$ cat config.mk
export PLATFORM = sky130hd
export DESIGN_NAME = demux_1_to_4_reg
export DESIGN_NICKNAME = d
export VERILOG_FILES = /design/src/rtl/cpu6_pkg.sv /design/src/rtl/demux_slot.sv /design/src/rtl/demux_1_to_4_reg.sv
export SDC_FILE = /design/constraint.sdc
export NUM_CORES = 1
export LEC_CHECK = 0
export CAP_MARGIN = 40
export CORE_MARGIN = 2
export CORE_UTILIZATION = 40
export CTS_CLUSTER_DIAMETER = 30
export DETAILED_ROUTE_END_ITERATION = 12
export GPL_ROUTABILITY_DRIVEN = 0
export GPL_TIMING_DRIVEN = 0
export PLACE_DENSITY = 0.74
export SYNTH_ARGS = -nofsm -noshare
export SYNTH_HDL_FRONTEND = slang
export SYNTH_SLANG_ARGS = --single-unit
$ cat constraint.sdc
create_clock -name clk -period 1.6 [get_ports clk]
set_input_delay 0.16 -clock clk [delete_from_list [all_inputs] [get_ports clk]]
set_output_delay 0.16 -clock clk [all_outputs]
set_load 0.005 [all_outputs]
$ cat src/rtl/cpu6_pkg.sv
// Shared CPU6 datapath constants: slot indexing and default data width for the
// read mux and write demux.
package cpu6_pkg;

  localparam int unsigned SEL_W    = 2;
  localparam int unsigned NUM_SLOT = 4;
  localparam int unsigned DATA_W   = 3;

  localparam logic [SEL_W-1:0] SLOT0 = 2'd0;
  localparam logic [SEL_W-1:0] SLOT1 = 2'd1;
  localparam logic [SEL_W-1:0] SLOT2 = 2'd2;
  localparam logic [SEL_W-1:0] SLOT3 = 2'd3;

  // One-hot slot mask for a select index, or all slots on broadcast.
  function automatic logic [NUM_SLOT-1:0] slot_mask(logic [SEL_W-1:0] sel, logic bcast);
    logic [NUM_SLOT-1:0] mask;
    mask = '0;
    if (bcast) begin
      mask = '1;
    end else begin
      unique case (sel)
        SLOT0:   mask = 4'b0001;
        SLOT1:   mask = 4'b0010;
        SLOT2:   mask = 4'b0100;
        SLOT3:   mask = 4'b1000;
        default: mask = '0;
      endcase
    end
    return mask;
  endfunction

endpackage

$ cat src/rtl/demux_slot.sv
// One demux destination slot: a data register plus a full/empty valid bit.
module demux_slot
  import cpu6_pkg::*;
#(
  parameter int unsigned WIDTH = DATA_W
) (
  input  logic             clk,
  input  logic             rst,
  input  logic             wr,
  input  logic [WIDTH-1:0] wdata,
  input  logic             rd_ready,
  output logic [WIDTH-1:0] data,
  output logic             valid,
  output logic             free
);

  logic [WIDTH-1:0] data_q;
  logic             valid_q;

  // Writes are only issued when free, so a write never clobbers an unread word.
  always_ff @(posedge clk) begin
    if (rst) begin
      data_q  <= '0;
      valid_q <= 1'b0;
    end else if (wr) begin
      data_q  <= wdata;
      valid_q <= 1'b1;
    end else if (rd_ready) begin
      valid_q <= 1'b0;
    end
  end

  assign data  = data_q;
  assign valid = valid_q;
  assign free  = !valid_q | rd_ready;

endmodule

$ cat src/rtl/demux_1_to_4_reg.sv
// Registered 1-to-4 write demux with valid/ready per slot, broadcast, and an
// accepted-transfer counter.
module demux_1_to_4_reg
  import cpu6_pkg::*;
#(
  parameter int unsigned WIDTH = DATA_W,
  parameter int unsigned CNT_W = 8
) (
  input  logic                clk,
  input  logic                rst,
  input  logic [WIDTH-1:0]    in_data,
  input  logic [SEL_W-1:0]    in_sel,
  input  logic                in_bcast,
  input  logic                in_valid,
  output logic                in_ready,
  output logic [WIDTH-1:0]    out0_data,
  output logic [WIDTH-1:0]    out1_data,
  output logic [WIDTH-1:0]    out2_data,
  output logic [WIDTH-1:0]    out3_data,
  output logic [NUM_SLOT-1:0] out_valid,
  input  logic [NUM_SLOT-1:0] out_ready,
  output logic                busy,
  output logic [CNT_W-1:0]    xfer_count
);

  logic [NUM_SLOT-1:0] free;
  logic [NUM_SLOT-1:0] wr;
  logic [WIDTH-1:0]    slot_data [NUM_SLOT];
  logic                accept;
  logic [CNT_W-1:0]    xfer_count_q;

  // Broadcast is all-or-nothing: every slot must be free in the same cycle.
  assign in_ready = in_bcast ? &free : free[in_sel];
  assign accept   = in_valid & in_ready;
  assign wr       = accept ? slot_mask(in_sel, in_bcast) : '0;

  for (genvar k = 0; k < NUM_SLOT; k++) begin : g_slot
    demux_slot #(
      .WIDTH (WIDTH)
    ) u_slot (
      .clk      (clk),
      .rst      (rst),
      .wr       (wr[k]),
      .wdata    (in_data),
      .rd_ready (out_ready[k]),
      .data     (slot_data[k]),
      .valid    (out_valid[k]),
      .free     (free[k])
    );
  end

  always_ff @(posedge clk) begin
    if (rst) begin
      xfer_count_q <= '0;
    end else if (accept) begin
      xfer_count_q <= xfer_count_q + 1'b1;
    end
  end

  assign out0_data  = slot_data[0];
  assign out1_data  = slot_data[1];
  assign out2_data  = slot_data[2];
  assign out3_data  = slot_data[3];
  assign busy       = |out_valid;
  assign xfer_count = xfer_count_q;

endmodule

== Yosys cells after proc, flatten, opt, wreduce, memory -nomap -nowiden ==
Index checks and enable logic that the tools add are counted.
Storage, ports and cells
  flip-flop bits (word level): 24
  bits in latches: 0
  input port bits: 13
  output and inout bits: 26
  bits in writable memories: 0
  memories kept: 0
  word-level logic and storage cells: 44
  ROM bits: 0
Cells by class
  magnitude comparators: 1
  multiplexer cells: 14
  multipliers: 0
  add/sub/neg operators: 1
  equal/unequal tests: 3
  shift-type cells: 0
  div/mod/pow operators: 0
  reduce and logical (&&, ||, !) cells: 11
  bitwise operators: 5
Operators by type and width (number)
  case mux 4 bit (4 select lines): 1
  2-to-1 mux 1 bit: 10
  adder 8 x 1 -> 8 bit (second input constant): 1
  2-to-1 mux 4 bit: 2
  nonzero test 2 bit: 4
  equality test 2 bit (second input constant): 2
  logical NOT 1 bit: 4
  OR 1 bit: 4
  AND reduction 4 bit: 1
  OR reduction 4 bit: 1
  less-than comparator 2 x 3 -> 1 bit (second input constant): 1
  binary-select mux 1 bit (select 2 bit): 1
  equality test 2 x 1 -> 1 bit (second input constant): 1
  logical NOT 2 bit: 1
  AND 1 bit: 1

== Longest topological paths before layout ==
Gate-level depths: netlist of the first run.
  word-level depth: 8
  mapped depth: 5
  depth with buffers taken out: 5

== Modules after synthesis ==
Synthesis of the first run repeated with hierarchy kept, for this count alone.
Second synthesis, totals
  cell total of the unflattened synthesis: 114
  area, all modules: 1042.2 um^2
By module, submodules not included
  demux_slot: instances 4, area each 136.4 um^2, cells an instance 13, sequential area each 80.1 um^2
  demux_1_to_4_reg: instances 1, area each 496.7 um^2, cells an instance 62, sequential area each 160.2 um^2

== Worst setup path after synthesis of the first run ==
OpenSTA, ideal clock, no wires.
  path kind: flip-flop to flip-flop
  start: register g_slot[1].u_slot.valid_q
  end: register xfer_count_q[5] (netlist: xfer_count[5])
  arrival: 1.582 ns
  setup slack: -0.106 ns
  data required time: 1.477 ns
  setup time: 0.123 ns
  path buffers: 0
  stages on the path, launching flop included: 6
  period minus slack after synthesis: 1.706 ns
  cell sequence: dfxtp_1 -> nand2b_1 -> o311ai_4 -> a21oi_4 -> nand4_1 -> mux2_1
Between the ends
  cells in the longest elaborated chain, start to end: 6
  elaborated cells between the ends (all ways): 7
  classes of those cells: mux: 3; bitwise: 2; reduce/logical: 2
Ends and longest elaborated chain
  start, declared: line demux_slot.sv:18  | logic valid_q;
  start signal, assigned: line demux_slot.sv:24  | valid_q <= 1'b0;
  start signal, assigned: line demux_slot.sv:27  | valid_q <= 1'b1;
  start signal, assigned: line demux_slot.sv:29  | valid_q <= 1'b0;
  logical NOT 1 bit *: line demux_slot.sv:35  | assign free = !valid_q | rd_ready;
  OR 1 bit *: line demux_slot.sv:35
  binary-select mux 1 bit (select 2 bit): line demux_1_to_4_reg.sv:33  | assign in_ready = in_bcast ? &free : free[in_sel];
  2-to-1 mux 1 bit (implied by the code): line demux_1_to_4_reg.sv:33
  2-to-1 mux 1 bit *: line demux_1_to_4_reg.sv:33
  AND 1 bit *: line demux_1_to_4_reg.sv:34  | assign accept = in_valid & in_ready;
  end signal, assigned: line demux_1_to_4_reg.sv:56  | xfer_count_q <= xfer_count_q + 1'b1;
  end, declared: line demux_1_to_4_reg.sv:30  | logic [CNT_W-1:0] xfer_count_q;
Mark *: on every way between the ends. The rest lies on a longest branch, timed or not. The select of a mux whose other input is x is not followed.
A chain may end at the register's enable or synchronous reset.

== Worst setup path in the final report of the first run ==
  start: input out_ready[3]
  end: register g_slot[3].u_slot.data_q[1]
Between the ends
  cells in the longest elaborated chain, start to end: 6
  elaborated cells between the ends (all ways): 7
  classes of those cells: mux: 4; bitwise: 2; reduce/logical: 1
Ends and longest elaborated chain
  start, declared: line demux_1_to_4_reg.sv:21  | input logic [NUM_SLOT-1:0] out_ready,
  OR 1 bit *: line demux_slot.sv:35
  binary-select mux 1 bit (select 2 bit): line demux_1_to_4_reg.sv:33
  2-to-1 mux 1 bit (implied by the code): line demux_1_to_4_reg.sv:33
  2-to-1 mux 1 bit *: line demux_1_to_4_reg.sv:33
  AND 1 bit *: line demux_1_to_4_reg.sv:34
  2-to-1 mux 4 bit *: line demux_1_to_4_reg.sv:35  | assign wr = accept ? slot_mask(in_sel, in_bcast) : '0;
  end signal, assigned: line demux_slot.sv:26  | data_q <= wdata;
  end, declared: line demux_slot.sv:17  | logic [WIDTH-1:0] data_q;
Marked as above.

==> run_results.csv, run 1 <==
group,metric,value,unit
synth,yosysUniqueCellTypes,30,
global_routing,grt_max_degree,14,
floorplanning,coreArea,0.00281,mm^2
floorplanning,design.die.area,0.00343,mm^2
synth,yosysMostFrequentCell,"dfxtp_1",
timing,min_period,1570,ps
synth,ys.flop_type,"dfxtp_1",
synth,synthTopCellsByCount,"24 x dfxtp_1, 23 x nor2_1, 13 x mux2i_1",
critical_path,critPathLaunch,"out_ready[3]",
clocking,max-clock-path-buffers,2,
placed_design,hpwl,2.02,mm
synth,syn_inst,119,
synth,synth-edff-count,0,
timing,worstMarginPinSlew,437,ps
synth,async_flop_share,0,%
critical_path,path_max_fanout,7,
clocking,hold_buffers,0,
floorplanning,chipWidth,58.6,um
route,drcViolationCount,3,
critical_path,reg2reg_from,"g_slot[3].u_slot.valid",
synth,ys_top_cells_by_area,"dfxtp_1 40%, mux2i_1 11%, nor2_1 7.2%, xnor2_1 3.7%, nand2b_1 2.6%",
synth,synthXorXnorAreaFrac,3.67,%
clocking,cts_buffers,3,
final_layout,synthToLayoutAreaGrowth,50.3,%
synth,synth_nets,133,
status,violations,"design-rule violations",
final_layout,postLayoutCoreUtil,63.9,%
critical_path,cp-end-kind,"register",
synth,synthSimpleGateAreaFrac,19.4,%
min_path,min_from,"rst",
final_layout,instances_no_fill,198,
synth,synth_area_leader_cell,"dfxtp_1",
synth,seq_area_frac_synth,40.3,%
synth,synth_seq_cells,24,
clocking,cts_max_level,1,
global_routing,grt_overflow,0,
route,routedWlPerCell,13.9,um
critical_path,start_kind,"input port",
global_routing,antenna_found_initial,0,
timing,clock.fmax,638,MHz
timing,hold_violations,0,
synth,synth_top_area_share,40.3,%
clocking,cts_tree,"built",
power_and_ir_drop,power_leakage,0.000679,uW
critical_path,criticalPathCategory,"in2reg",
timing,rsz0062_at_grt,"true",
synth,synthAdderAreaFrac,1.05,%
timing,setup_viol,0,
power_and_ir_drop,p_total,1420,uW
final_layout,final_nets,182,
route,drt-total-wl,2.76,mm
critical_path,critPathArrivalTime,1760,ps
synth,yosysWarningCount,0,
status,outcome,"complete, but fails checks",
placed_design,portBuffers,37,
min_path,hp-class,"in2reg",
synth,synth_top_family_by_area,"simple AND/OR/NAND/NOR gates",
floorplanning,core.rowCount,19,
timing,fin_worst_skew,2.43,ps
route,via_per_inst,5.17,
floorplanning,num_io_pins,39,
global_routing,track_usage,17.8,%
global_routing,grt_pass1_wl,4.73,mm
clocking,cts_sinks,24,
route,drt-initial-drc-count,19,
timing,fin_ws,33.2,ps
clocking,clk-insertion-delay-late,310,ps
final_layout,drive_above_1_share,22.2,%
timing,slew_headroom,70.9,%
final_layout,antennaDiodeCount,0,
placed_design,place_inst,187,
synth,syn_area,0.00119,mm^2
timing,drv_slew,0,
route,postRouteAntennaNets,0,
floorplanning,start_util,42.5,%
flow_run,cap_violations,0,
global_routing,grt_pass1_vias,1019,
synth,syn_area_per_cell,10.0,um^2
power_and_ir_drop,p_per_area,791,mW/mm^2
synth,muxShareOfSynthArea,12.8,%
critical_path,cp_data_required_time,1800,ps
synth,synth_compound_area_share,18.0,%
clocking,clk_pin_slew,130,ps
clocking,cts.root.buffer_cell,"clkbuf_4",
placed_design,pre_cts_slack,-611,ps
timing,min_period_over_period,97.9,%
route,dr_total_vias,1023,
power_and_ir_drop,vdd_drop_max,0.552,mV
route,dr.pass1.iters,8,
floorplanning,die_h,58.6,um
==> critical path, stage by stage <==
cell and delay (ps):
clkdlybuf4s50_1 460, nand2b_4 170, nand4_4 240, a221oi_4 430, mux2i_1 240, nor2_1 60
==> through the flow <==
stage / area [um^2] / setup TNS (ps) / hold slack, ps
6_report: 1790 / 0 / 174
5_1_grt: 1790 / -197 / 186
2_1_floorplan: 1200 / -112 / 307
4_1_cts: 1740 / 0 / 167
3_3_place_gp: 1610 / -10800 / 481
3_5_place_dp: 1610 / -10980 / 492
==> sequential cells by signal, summed over array words and instances, names as in the netlist <==
register / flops
g_slot.u_slot.data: 12
g_slot.u_slot.valid: 4
xfer_count: 8
==> what timing repair did <==
action                                  4_1_cts  5_1_grt
resized for setup                            15       11
endpoints found under the setup margin       24       22
buffers inserted                              7        0
pin swaps                                     6        6
==> power by group <==
| group | switching [uW] | internal [uW] | total (uW) |
|---|---|---|---|
| logic | 179 | 239 | 418 |
| clock network | 180 | 139 | 319 |
| registers | 39.3 | 642 | 681 |
==> cell usage in the layout (no fill, tap or decap), types with 2 or more instances in the layout <==
cell type        count
clkdlybuf4s50_1     32
nor2_1              22
dfxtp_1             21
mux2i_1             13
buf_4                9
a21oi_1              5
xnor2_1              5
nor2b_1              4
inv_1                4
a211oi_2             4
nand2b_4             3
nand3_1              3
a211oi_4             3
clkbuf_4             3
dlygate4sd2_1        3
nand2b_1             2
clkbuf_1             2
and3_1               2
nand4_1              2
mux2_1               2
o21ai_0              2
dfxtp_2              2
clkdlybuf4s15_1      2
==> metal layers <==
layer | vias to the layer above | GRT usage (%) | part of all wire, %
met3 | 2 | 3.96 | 5.9
li1 | 509 | - | -
met1 | 485 | 22.2 | 45
met5 | - | 0 | 0
met4 | 0 | 4.87 | 0.33
met2 | 27 | 31.0 | 49
==> layout make-up <==
cell class,instances,area [um^2]
Inverter,4,15.0
Buffer,7,41.3
Tap cell,31,38.8
Sequential cell,24,487
Timing Repair Buffer,44,430
Clock buffer,4,36.3
Fill cell,249,1010
Multi-Input combinational cell,84,743
==> path summary, 6_finish.rpt <==
check                              to  slack (ps)  cells past startpoint
max          g_slot[3].u_slot.data[1]          30                      6
min            g_slot[1].u_slot.valid         170                      2
max reg2reg  g_slot[3].u_slot.data[1]          40                      5
min reg2reg  g_slot[3].u_slot.data[0]         520                      2
==> kinds of logic (layout without fill, tap and decap cells) <==
group                      after synthesis  in the layout
AOI/OAI and AO/OA                       19             19
buffers and inverters                   11             59
muxes                                   15             15
DFF                                     24             24
adders and majority gates                1              1
and+or+nand+nor                         44             44
xor gates and xnor gates                 5              5
(Power assumes the default switching activity.)
==> run 2, diff against run 1 <==
- CAP_MARGIN: 40 -> 20
==> results of run 2 <==
The final DEF is identical to that of run 1; final timing and power are the same.
